## src/rtl/lfsr_seq_engine_if.sv

```systemverilog
// rtl/lfsr_seq_engine_if.sv - run request and status bundle for the LFSR sequence engine
interface lfsr_seq_engine_if #(
  parameter int WIDTH = 8,
  parameter int CNT_W = 8
);
  logic             start;
  logic             abort;
  logic             mode;
  logic [WIDTH-1:0] tap_mask;
  logic [WIDTH-1:0] seed;
  logic [CNT_W-1:0] seq_num;
  logic [WIDTH-1:0] num;
  logic             busy;
  logic             done;
  logic             step_valid;
  logic             lockup;

  modport master (
    output start, abort, mode, tap_mask, seed, seq_num,
    input  num, busy, done, step_valid, lockup
  );

  modport slave (
    input  start, abort, mode, tap_mask, seed, seq_num,
    output num, busy, done, step_valid, lockup
  );
endinterface

```

## src/rtl/lfsr_seq_engine.sv

```systemverilog
// rtl/lfsr_seq_engine.sv - WIDTH-bit Fibonacci/Galois LFSR stepped a programmable number of times
module lfsr_seq_engine #(
  parameter int WIDTH = 8,
  parameter int CNT_W = 8
) (
  input  logic              wb_clk_i,
  input  logic              wb_rst_i,
  lfsr_seq_engine_if.slave  bus
);

  typedef enum logic {
    IDLE = 1'b0,
    RUN  = 1'b1
  } state_t;

  localparam logic [WIDTH-1:0] ONE = {{(WIDTH-1){1'b0}}, 1'b1};

  state_t           state;
  logic [WIDTH-1:0] num_q;
  logic [WIDTH-1:0] mask_q;
  logic [CNT_W-1:0] seqn_q;
  logic [CNT_W-1:0] cnt_q;
  logic             mode_q;
  logic             busy_q;
  logic             done_q;
  logic             step_q;
  logic             lockup_q;
  logic [WIDTH-1:0] next_val;

  always_comb begin
    next_val = '0;
    if (mode_q) begin
      next_val = (num_q >> 1) ^ (num_q[0] ? mask_q : '0);
    end else begin
      next_val = {num_q[WIDTH-2:0], ^(num_q & mask_q)};
    end
  end

  // Step count is compared before incrementing, so cnt_q tops out at seqn_q and never wraps.
  always_ff @(posedge wb_clk_i) begin
    if (wb_rst_i) begin
      state    <= IDLE;
      num_q    <= ONE;
      mask_q   <= '0;
      seqn_q   <= '0;
      cnt_q    <= '0;
      mode_q   <= 1'b0;
      busy_q   <= 1'b0;
      done_q   <= 1'b0;
      step_q   <= 1'b0;
      lockup_q <= 1'b0;
    end else begin
      done_q <= 1'b0;
      step_q <= 1'b0;
      case (state)
        IDLE: begin
          if (bus.start) begin
            mode_q   <= bus.mode;
            mask_q   <= bus.tap_mask;
            seqn_q   <= bus.seq_num;
            num_q    <= (bus.seed == '0) ? ONE : bus.seed;
            cnt_q    <= '0;
            lockup_q <= 1'b0;
            busy_q   <= 1'b1;
            state    <= RUN;
          end
        end
        RUN: begin
          if (bus.abort) begin
            busy_q <= 1'b0;
            state  <= IDLE;
          end else if (cnt_q == seqn_q) begin
            busy_q <= 1'b0;
            done_q <= 1'b1;
            state  <= IDLE;
          end else if (next_val == '0) begin
            // Loading zero would freeze the register; keep the last live value instead.
            lockup_q <= 1'b1;
            done_q   <= 1'b1;
            busy_q   <= 1'b0;
            state    <= IDLE;
          end else begin
            num_q  <= next_val;
            cnt_q  <= cnt_q + 1'b1;
            step_q <= 1'b1;
          end
        end
        default: state <= IDLE;
      endcase
    end
  end

  assign bus.num        = num_q;
  assign bus.busy       = busy_q;
  assign bus.done       = done_q;
  assign bus.step_valid = step_q;
  assign bus.lockup     = lockup_q;

endmodule

```

## src/flat_wrapper.sv

```systemverilog
// flat-port wrapper written by rule: the top's interface ports become plain ports
module lfsr_seq_engine_flat 
#(
  parameter int WIDTH = 8,
  parameter int CNT_W = 8
)
  (wb_clk_i, wb_rst_i, bus_start, bus_abort, bus_mode, bus_tap_mask, bus_seed, bus_seq_num, bus_num, bus_busy, bus_done, bus_step_valid, bus_lockup);
  lfsr_seq_engine_if #(.WIDTH(WIDTH), .CNT_W(CNT_W)) bus_i ();
  input  logic wb_clk_i;
  input  logic wb_rst_i;
  input wire logic [$bits(bus_i.start)-1:0] bus_start;
  input wire logic [$bits(bus_i.abort)-1:0] bus_abort;
  input wire logic [$bits(bus_i.mode)-1:0] bus_mode;
  input wire logic [$bits(bus_i.tap_mask)-1:0] bus_tap_mask;
  input wire logic [$bits(bus_i.seed)-1:0] bus_seed;
  input wire logic [$bits(bus_i.seq_num)-1:0] bus_seq_num;
  output wire logic [$bits(bus_i.num)-1:0] bus_num;
  output wire logic [$bits(bus_i.busy)-1:0] bus_busy;
  output wire logic [$bits(bus_i.done)-1:0] bus_done;
  output wire logic [$bits(bus_i.step_valid)-1:0] bus_step_valid;
  output wire logic [$bits(bus_i.lockup)-1:0] bus_lockup;
  assign bus_i.start = bus_start;
  assign bus_i.abort = bus_abort;
  assign bus_i.mode = bus_mode;
  assign bus_i.tap_mask = bus_tap_mask;
  assign bus_i.seed = bus_seed;
  assign bus_i.seq_num = bus_seq_num;
  assign bus_num = bus_i.num;
  assign bus_busy = bus_i.busy;
  assign bus_done = bus_i.done;
  assign bus_step_valid = bus_i.step_valid;
  assign bus_lockup = bus_i.lockup;
  lfsr_seq_engine #(.WIDTH(WIDTH), .CNT_W(CNT_W)) u_core (.wb_clk_i(wb_clk_i), .wb_rst_i(wb_rst_i), .bus(bus_i));
endmodule
```

## config.mk

```make
export PLATFORM = sky130hd
export DESIGN_NAME = lfsr_seq_engine_flat
export DESIGN_NICKNAME = d
export VERILOG_FILES = /design/src/rtl/lfsr_seq_engine_if.sv /design/src/rtl/lfsr_seq_engine.sv /design/src/flat_wrapper.sv
export SDC_FILE = /design/constraint.sdc
export NUM_CORES = 1
export LEC_CHECK = 0
export ABC_AREA = 1
export ABC_CLOCK_PERIOD_IN_PS = 1700
export CAP_MARGIN = 30
export CORE_UTILIZATION = 30
export DETAILED_ROUTE_END_ITERATION = 16
export GPL_TIMING_DRIVEN = 0
export MAX_ROUTING_LAYER = met4
export PLACE_DENSITY = 0.6
export SLEW_MARGIN = 40
export SYNTH_ARGS = -nofsm -noshare
export SYNTH_HDL_FRONTEND = slang
export SYNTH_SLANG_ARGS = --single-unit
```

## constraint.sdc

```tcl
create_clock -name wb_clk_i -period 1.7 [get_ports wb_clk_i]
set_input_delay 0.34 -clock wb_clk_i [delete_from_list [all_inputs] [get_ports wb_clk_i]]
set_output_delay 0.34 -clock wb_clk_i [all_outputs]
set_load 0.05 [all_outputs]
```

==> results.md, run 1 <==
- Critical Path, Cell by Cell: buf_6 -> nand3_1 -> nand3_2 -> nand2_2 -> nor2_2 -> nand2_2 -> nor2_4 -> nand3_4 -> nand3_4 -> nand2_4 -> nand2_1 -> nand3_1
- RR Startpoint: u_core.bus.num[0]$_SDFFE_PP1P_
- Routability Congestion: 0.8289
- Nets: 427
- Die area: 7640 µm²
- Critical path peak fanout: 9
- Clock Skews: between 0.002 and 0.0025 ns
- Register area: about 810 µm²
- Std-Cell Rows: 30
- Fillers: 738
- Final Hold Viols: 0
- Fin crit period: 1.757 ns
- Final Setup Violations: 16
- Vias in the first global route: approximately 2.3k
- CTS max path bufs: 2
- Detailed Routing Iterations Pass 1: 4
- Synth warn: 0
- TritonCTS Buffers: 5
- Mapped cell area: 2188 µm²
- Slowest CP cell: dfxtp_4
- Antenna violations before repair: 0
- Final period util: 103.4%
- Startpoint types: flop
- Post-CTS Hold Fix Bufs: 0
- Most frequent cells in the layout: nand2_1 (77), nor2_1 (66), clkdlybuf4s50_1 (28)
- Final TNS setup: -0.5542 ns
- Leak Pwr: ~1.4 nW
- Sink Count: 38
- Power Density: between 800 and 900 nW/µm²
- # port buffers: 40
- Vias: 2315
- Drt total wl: 6.129 mm
- Detail Placement HPWL: between 4 and 5 mm
- Critical path required time: 1.87 ns
- Yosys top cell area share: between 30% and 40%
- Antenna cells: 0
- Status: complete, but fails checks
- Met2 usage: 29.76%
- Global-route wire length before repair: 10.34 mm
- Worst-Skew Late Latency: 0.29 ns
- Drt initial violations: 109
- Pin count of the biggest net entering global routing: 13
- Worst path depth: 12
- Final WS setup: -0.05745 ns
- Root buf cell: clkbuf_8
- Tightest Hold Check Type: reg2reg
- Total GRT Usage: between 10% and 20%
- # H-tree levels: 2
- CP endpoint kind: flop
- Slew HR: 65.55%
- Top cell family by delay on the critical path: simple AND/OR/NAND/NOR gates
- GRT busiest layer: met2
- DRC viols: 0
- WHS: 0.4693 ns
- Mapped Cells: 341
- Area Overhead vs Synth: 40.65%
- Effective utilization at floorplan: 31.68%
- Die Span Y: 87.41 µm
- Ports: 41
- Crit path launch: u_core.bus.num[0]$_SDFFE_PP1P_
- Synth cell types: 30
- Worst Reg-to-Reg Cells: 12
- Wire per inst: 12.41 µm
- Critical Setup Path Class: reg2reg
- Maximum VDD drop: roughly 0.45 mV
- Post-Syn Nets: 371
- Global-route met3 utilization: between 4 and 5%
- Vias per cell: ~4.7
- Max incr delay on CP: 0.41 ns
- CP bufs+invs: 1
- Avg Inst Size Synth: 6.417 µm²
- Maxcap violations: 0
- Grt ovf: 0
- Commonest non-fill, non-tap cell in the layout: nand2_1
- F_max: 569.0 MHz
- Worst hold path cell count: 1
- Synth top area cells: dfxtp_1 (35%), nand2_1 (15%), nor2_1 (12%)
- GR met1 Demand/Resource: 21.12%
- Share of layout cells above drive strength 1: 20.85%
- CTS tree: yes
- Multi-input gate area: 1403 µm²
- Worst Path Arrival: just under 2 ns
- Register area share after synthesis: around a third
- Core Footprint: approximately 6900 µm²
- Pins Over Slew Limit: 0
- Flops & latches, synth: 38
- Clk pin slew, worst setup/hold paths: 0.08 ns
- Die width: 87.41 µm
- RSZ-0062 raised after global routing: yes
- Antenna-violating nets left: 0
- Violated checks: setup timing
- Dominant cell type by area after synthesis: dfxtp_1
- Slew @ Worst Pin: 0.5168 ns
- Worst Hold Launch: u_core.bus.lockup$_SDFFE_PP0P_
## sequential cells by signal, indices dropped and copies added, names as in the netlist
| signal | flops |
|---|---|
| u_core.seqn_q | 8 |
| u_core.mask_q | 8 |
| u_core.cnt_q | 8 |
| u_core.bus.lockup | 1 |
| u_core.state | 1 |
| u_core.bus.num | 8 |
| u_core.bus.step_valid | 1 |
| u_core.bus.done | 1 |
| u_core.bus.busy | 1 |
| u_core.mode_q | 1 |
## power breakdown
part	internal, mW	switching [mW]	leakage [nW]	total, mW
logic	0.343	0.520	0.998	0.863
registers	0.981	0.0894	0.322	1.07
clock network	0.373	0.341	0.0561	0.714
total	1.70	0.951	1.38	2.65
## what timing repair did
| item | in CTS | in global routing |
|---|---|---|
| endpoints found under the hold margin | 0 | 0 |
| setup endpoints to repair | 40 | 38 |
| gates resized for setup | 35 | 34 |
| cloned | 1 | 0 |
| buffers inserted | 5 | 3 |
| pin swaps | 9 | 7 |
## Yosys cell counts
master     n
dfxtp_1   38
clkbuf_1   8
nand2_4    1
nor2_1    72
buf_6      1
o21a_1     1
a22oi_1    1
o21ai_0   28
nand3_4    2
nor3_1     6
ha_1       1
or2_2      3
o21ai_1    2
nor4_1     1
nand3_2    1
xor2_1     1
inv_1     26
nand2_2    1
a21oi_1    7
nand4_1   12
buf_2      2
nand3b_1   2
xnor2_1    9
nand2_1   87
nand4_4    1
nor3b_1    1
clkinv_1   1
nand3_1   22
nor2_4     1
mux2i_1    2
## path summary, 6_finish.rpt
kind | end | slack (ns)
worst max register to register | u_core.bus.num[0]$_SDFFE_PP1P_ | -0.06
worst min-delay path | u_core.bus.lockup$_SDFFE_PP0P_ | 0.47
worst min register to register | u_core.bus.lockup$_SDFFE_PP0P_ | 0.47
worst max-delay path | u_core.bus.num[0]$_SDFFE_PP1P_ | -0.06
## layer usage
layer  vias up  share of wire, %
met5         -                 0
met4         0               1.0
met3         7               5.0
met2        59                49
met1      1036                45
li1       1213                 -
## layout make-up
type	instances	area share (%)
Sequential cell	38	26.18
Buffer	11	1.870
Multi-Input combinational cell	265	45.57
Inverter	27	3.333
Clock inverter	2	0.3252
Tap cell	96	3.902
Clock buffer	6	3.049
Timing Repair Buffer	49	15.77
## through the flow
stage | instance area [µm²] | worst slack [ns] | total power, mW | std cells | utilization (%)
floorplan | 2223 | 0.003019 | 1.598 | 341 | -
global placement | 2744 | -0.2888 | 1.837 | 477 | 39.73
detailed placement | 2744 | -0.3289 | 1.845 | 477 | 39.73
CTS | 2969 | -0.04839 | 2.601 | 491 | 42.99
global route | 3078 | -0.1999 | 2.807 | 494 | 44.57
finish | 3078 | -0.05745 | 2.648 | 494 | 44.57
## cell families (layout without fill, tap and decap cells)
kind of cell / Yosys count / in the layout / synth area share, %
buffers and inverters: 38 / 95 / 6.975
multiplexers: 2 / 2 / 0.9148
AND/OR/NAND/NOR: 213 / 213 / 43.63
AO/OA/AOI/OAI: 39 / 39 / 9.148
XOR/XNOR: 10 / 10 / 4.003
flip-flops: 38 / 38 / 34.76
adder cells (fa/ha/maj): 1 / 1 / 0.5717
(Power assumes the default switching activity.)
==> run 2, diff against run 1 <==
--- a/config.mk
+++ b/config.mk
@@ -8,6 +8,7 @@
 export ABC_AREA = 1
 export ABC_CLOCK_PERIOD_IN_PS = 1700
 export CAP_MARGIN = 30
+export CORE_ASPECT_RATIO = 0.8
 export CORE_UTILIZATION = 30
 export DETAILED_ROUTE_END_ITERATION = 16
 export GPL_TIMING_DRIVEN = 0
==> run 2 against run 1 <==
Effect of this change:
- the flow still finishes with violations (setup timing)
- clock power rose by 0.8%
- critical endpoint is now u_core.bus.num[3]$_SDFFE_PP0P_
- setup slack got worse by 0.017 ns
- final cell count rose by 0.81%
- worst hold slack improved by 0.0037 ns
- core utilization rose by 1.6 points
- clock skew rose by 0.0075 ns
- critical path depth did not move
- flip-flop and latch count did not move
- die area barely moved
- non-clock buffer count rose by 10
==> results.md, run 2 (same netlist as run 1, synthesis figures left out) <==
- Maxcap violations: 0
- Worst-Skew Late Latency: 0.30 ns
- Total power: roughly 2.8 mW
- Antenna violations before repair: 0
- Clock Skews: 0.009931 ns
- Sink Count: 38
- Final TNS setup: -0.6577 ns
- Clk pin slew, worst setup/hold paths: 0.08 ns
- Worst Path Arrival: 1.97 ns
- Core Footprint: 6959 µm²
- Drt total wl: approximately 6.7 mm
- Placed Area: around 2700 µm²
- WHS: 0.4730 ns
- Vias per cell: 4.968
- Die Span Y: between 70 and 80 µm
- Violated checks: setup timing
- Post-CTS Hold Fix Bufs: 0
- Pin count of the biggest net entering global routing: 12
- F_max: 563.7 MHz
- Slew @ Worst Pin: 0.5261 ns
- Root buf cell: clkbuf_8
- Startpoint types: flop
- Critical path peak fanout: 7
- Flop-to-flop setup slack: -0.07 ns
- Total GRT Usage: 16.55%
- Nets: 440
- CP endpoint kind: flop
- Antenna cells: 0
- DRC viols: 0
- # H-tree levels: 2
- Grt ovf: 0
- Layout Cells excl Fill: 498
- Pins Over Slew Limit: 0
- Drt initial violations: 151
- Critical Setup Path Class: reg2reg
- Hold Path End: u_core.bus.lockup$_SDFFE_PP0P_
- Final WS setup: -0.07397 ns
- Std-Cell Rows: 27
- Fin crit period: 1.774 ns
- Final instance area: 3216 µm²
- Die width: between 90 and 100 µm
- Worst hold path cell count: 1
- Antenna-violating nets left: 0
- Wire per inst: 13.49 µm
- Worst Hold Launch: u_core.bus.lockup$_SDFFE_PP0P_
- Detailed Routing Iterations Pass 1: 4
- RSZ-0062 raised after global routing: yes
- Routability Congestion: 0.8382
- Effective utilization at floorplan: between 30% and 40%
- Die area: 7642 µm²
- CTS tree: yes
- # port buffers: 40
- Post-Place Cells: 468
- Critical path required time: about 1.9 ns
- Area Overhead vs Synth: 46.94%
- Detail Placement HPWL: 4.549 mm
- RR Startpoint: u_core.bus.num[0]$_SDFFE_PP1P_
- Leak Pwr: 1.430 nW
- Dpl ws: -0.2837 ns
- Vias: 2474
- Status: complete, but fails checks
- Tightest Hold Check Type: reg2reg
- Commonest non-fill, non-tap cell in the layout: nand2_1
- Final period util: 104.4%
- Core Util, Final: 46.21%
- Share of layout cells above drive strength 1: between 20% and 30%
- Vias in the first global route: 2132
- Final Setup Violations: 17
- Maximum VDD drop: 0.3785 mV
- Ports: 41
- CTS max path bufs: 2
- TritonCTS Buffers: 5
- Power Density: 857.6 nW/µm²
- Reg2reg end: u_core.bus.num[3]$_SDFFE_PP0P_
- Worst Reg-to-Reg Cells: 12
- Slew HR: 64.92%
- Most frequent cells in the layout: nand2_1 (74), nor2_1 (62), clkdlybuf4s50_1 (28)
- Final Hold Viols: 0
- Global-route wire length before repair: 9.873 mm
[run 2: area by class of cell]
class,instances,area (µm²)
Multi-Input combinational cell,268,1503
Buffer,11,58.81
Clock buffer,8,101.3
Fill cell,719,3744
Sequential cell,38,803.3
Tap cell,87,108.9
Inverter,27,103.9
Timing Repair Buffer,59,536.8
[run 2: timing repair]
action                                  in CTS  in global routing
buffers inserted                             5                 13
endpoints found under the setup margin      40                 37
gates resized for setup                     26                 59
gates cloned                                 1                  3
pin swaps                                    3                 25
[run 2: layer usage]
layer | vias up | routed length [µm] | track usage (%)
met1 | 1155 | 3088 | 21.22
li1 | 1247 | - | -
met4 | 0 | 52 | 3.529
met3 | 8 | 338 | 3.028
met5 | - | 0 | -
met2 | 64 | 3239 | 27.34
[run 2: how the worst max path moves through the flow]
stage | startpoint | endpoint | cells past startpoint | slack [ns]
6_report | u_core.bus.num[0]$_SDFFE_PP1P_ | u_core.bus.num[3]$_SDFFE_PP0P_ | 12 | -0.07
5_1_grt | u_core.mask_q[4]$_SDFFE_PP0P_ | u_core.cnt_q[0]$_SDFFE_PP0P_ | 15 | -0.18
4_1_cts | u_core.bus.num[0]$_SDFFE_PP1P_ | u_core.bus.num[0]$_SDFFE_PP1P_ | 10 | -0.07
3_5_place_dp | bus_start | u_core.cnt_q[7]$_SDFFE_PP0P_ | 6 | -0.28
3_3_place_gp | bus_abort | u_core.bus.num[0]$_SDFFE_PP1P_ | 5 | -0.29
2_1_floorplan | u_core.bus.num[0]$_SDFFE_PP1P_ | u_core.bus.num[5]$_SDFFE_PP0P_ | 12 | 0.003
[run 2: critical path, stage by stage, from the launching register on]
cell and delay (ns):
dfxtp_4 0.40, buf_6 0.14, nand2_2 0.05, nand2_1 0.06, nand3_1 0.08, o21ai_2 0.08, nand3b_1 0.14, nor2_4 0.17
nand3_4 0.14, nand3_4 0.15, nand2_4 0.09, nor2_1 0.11, nor2_1 0.05
[run 2: power by group]
part,total [mW],switching [mW],internal [mW],leakage (nW)
registers,1.08,0.0953,0.981,0.321
logic,0.961,0.570,0.391,1.06
clock network,0.720,0.339,0.381,0.0506
total,2.76,1.00,1.75,1.43
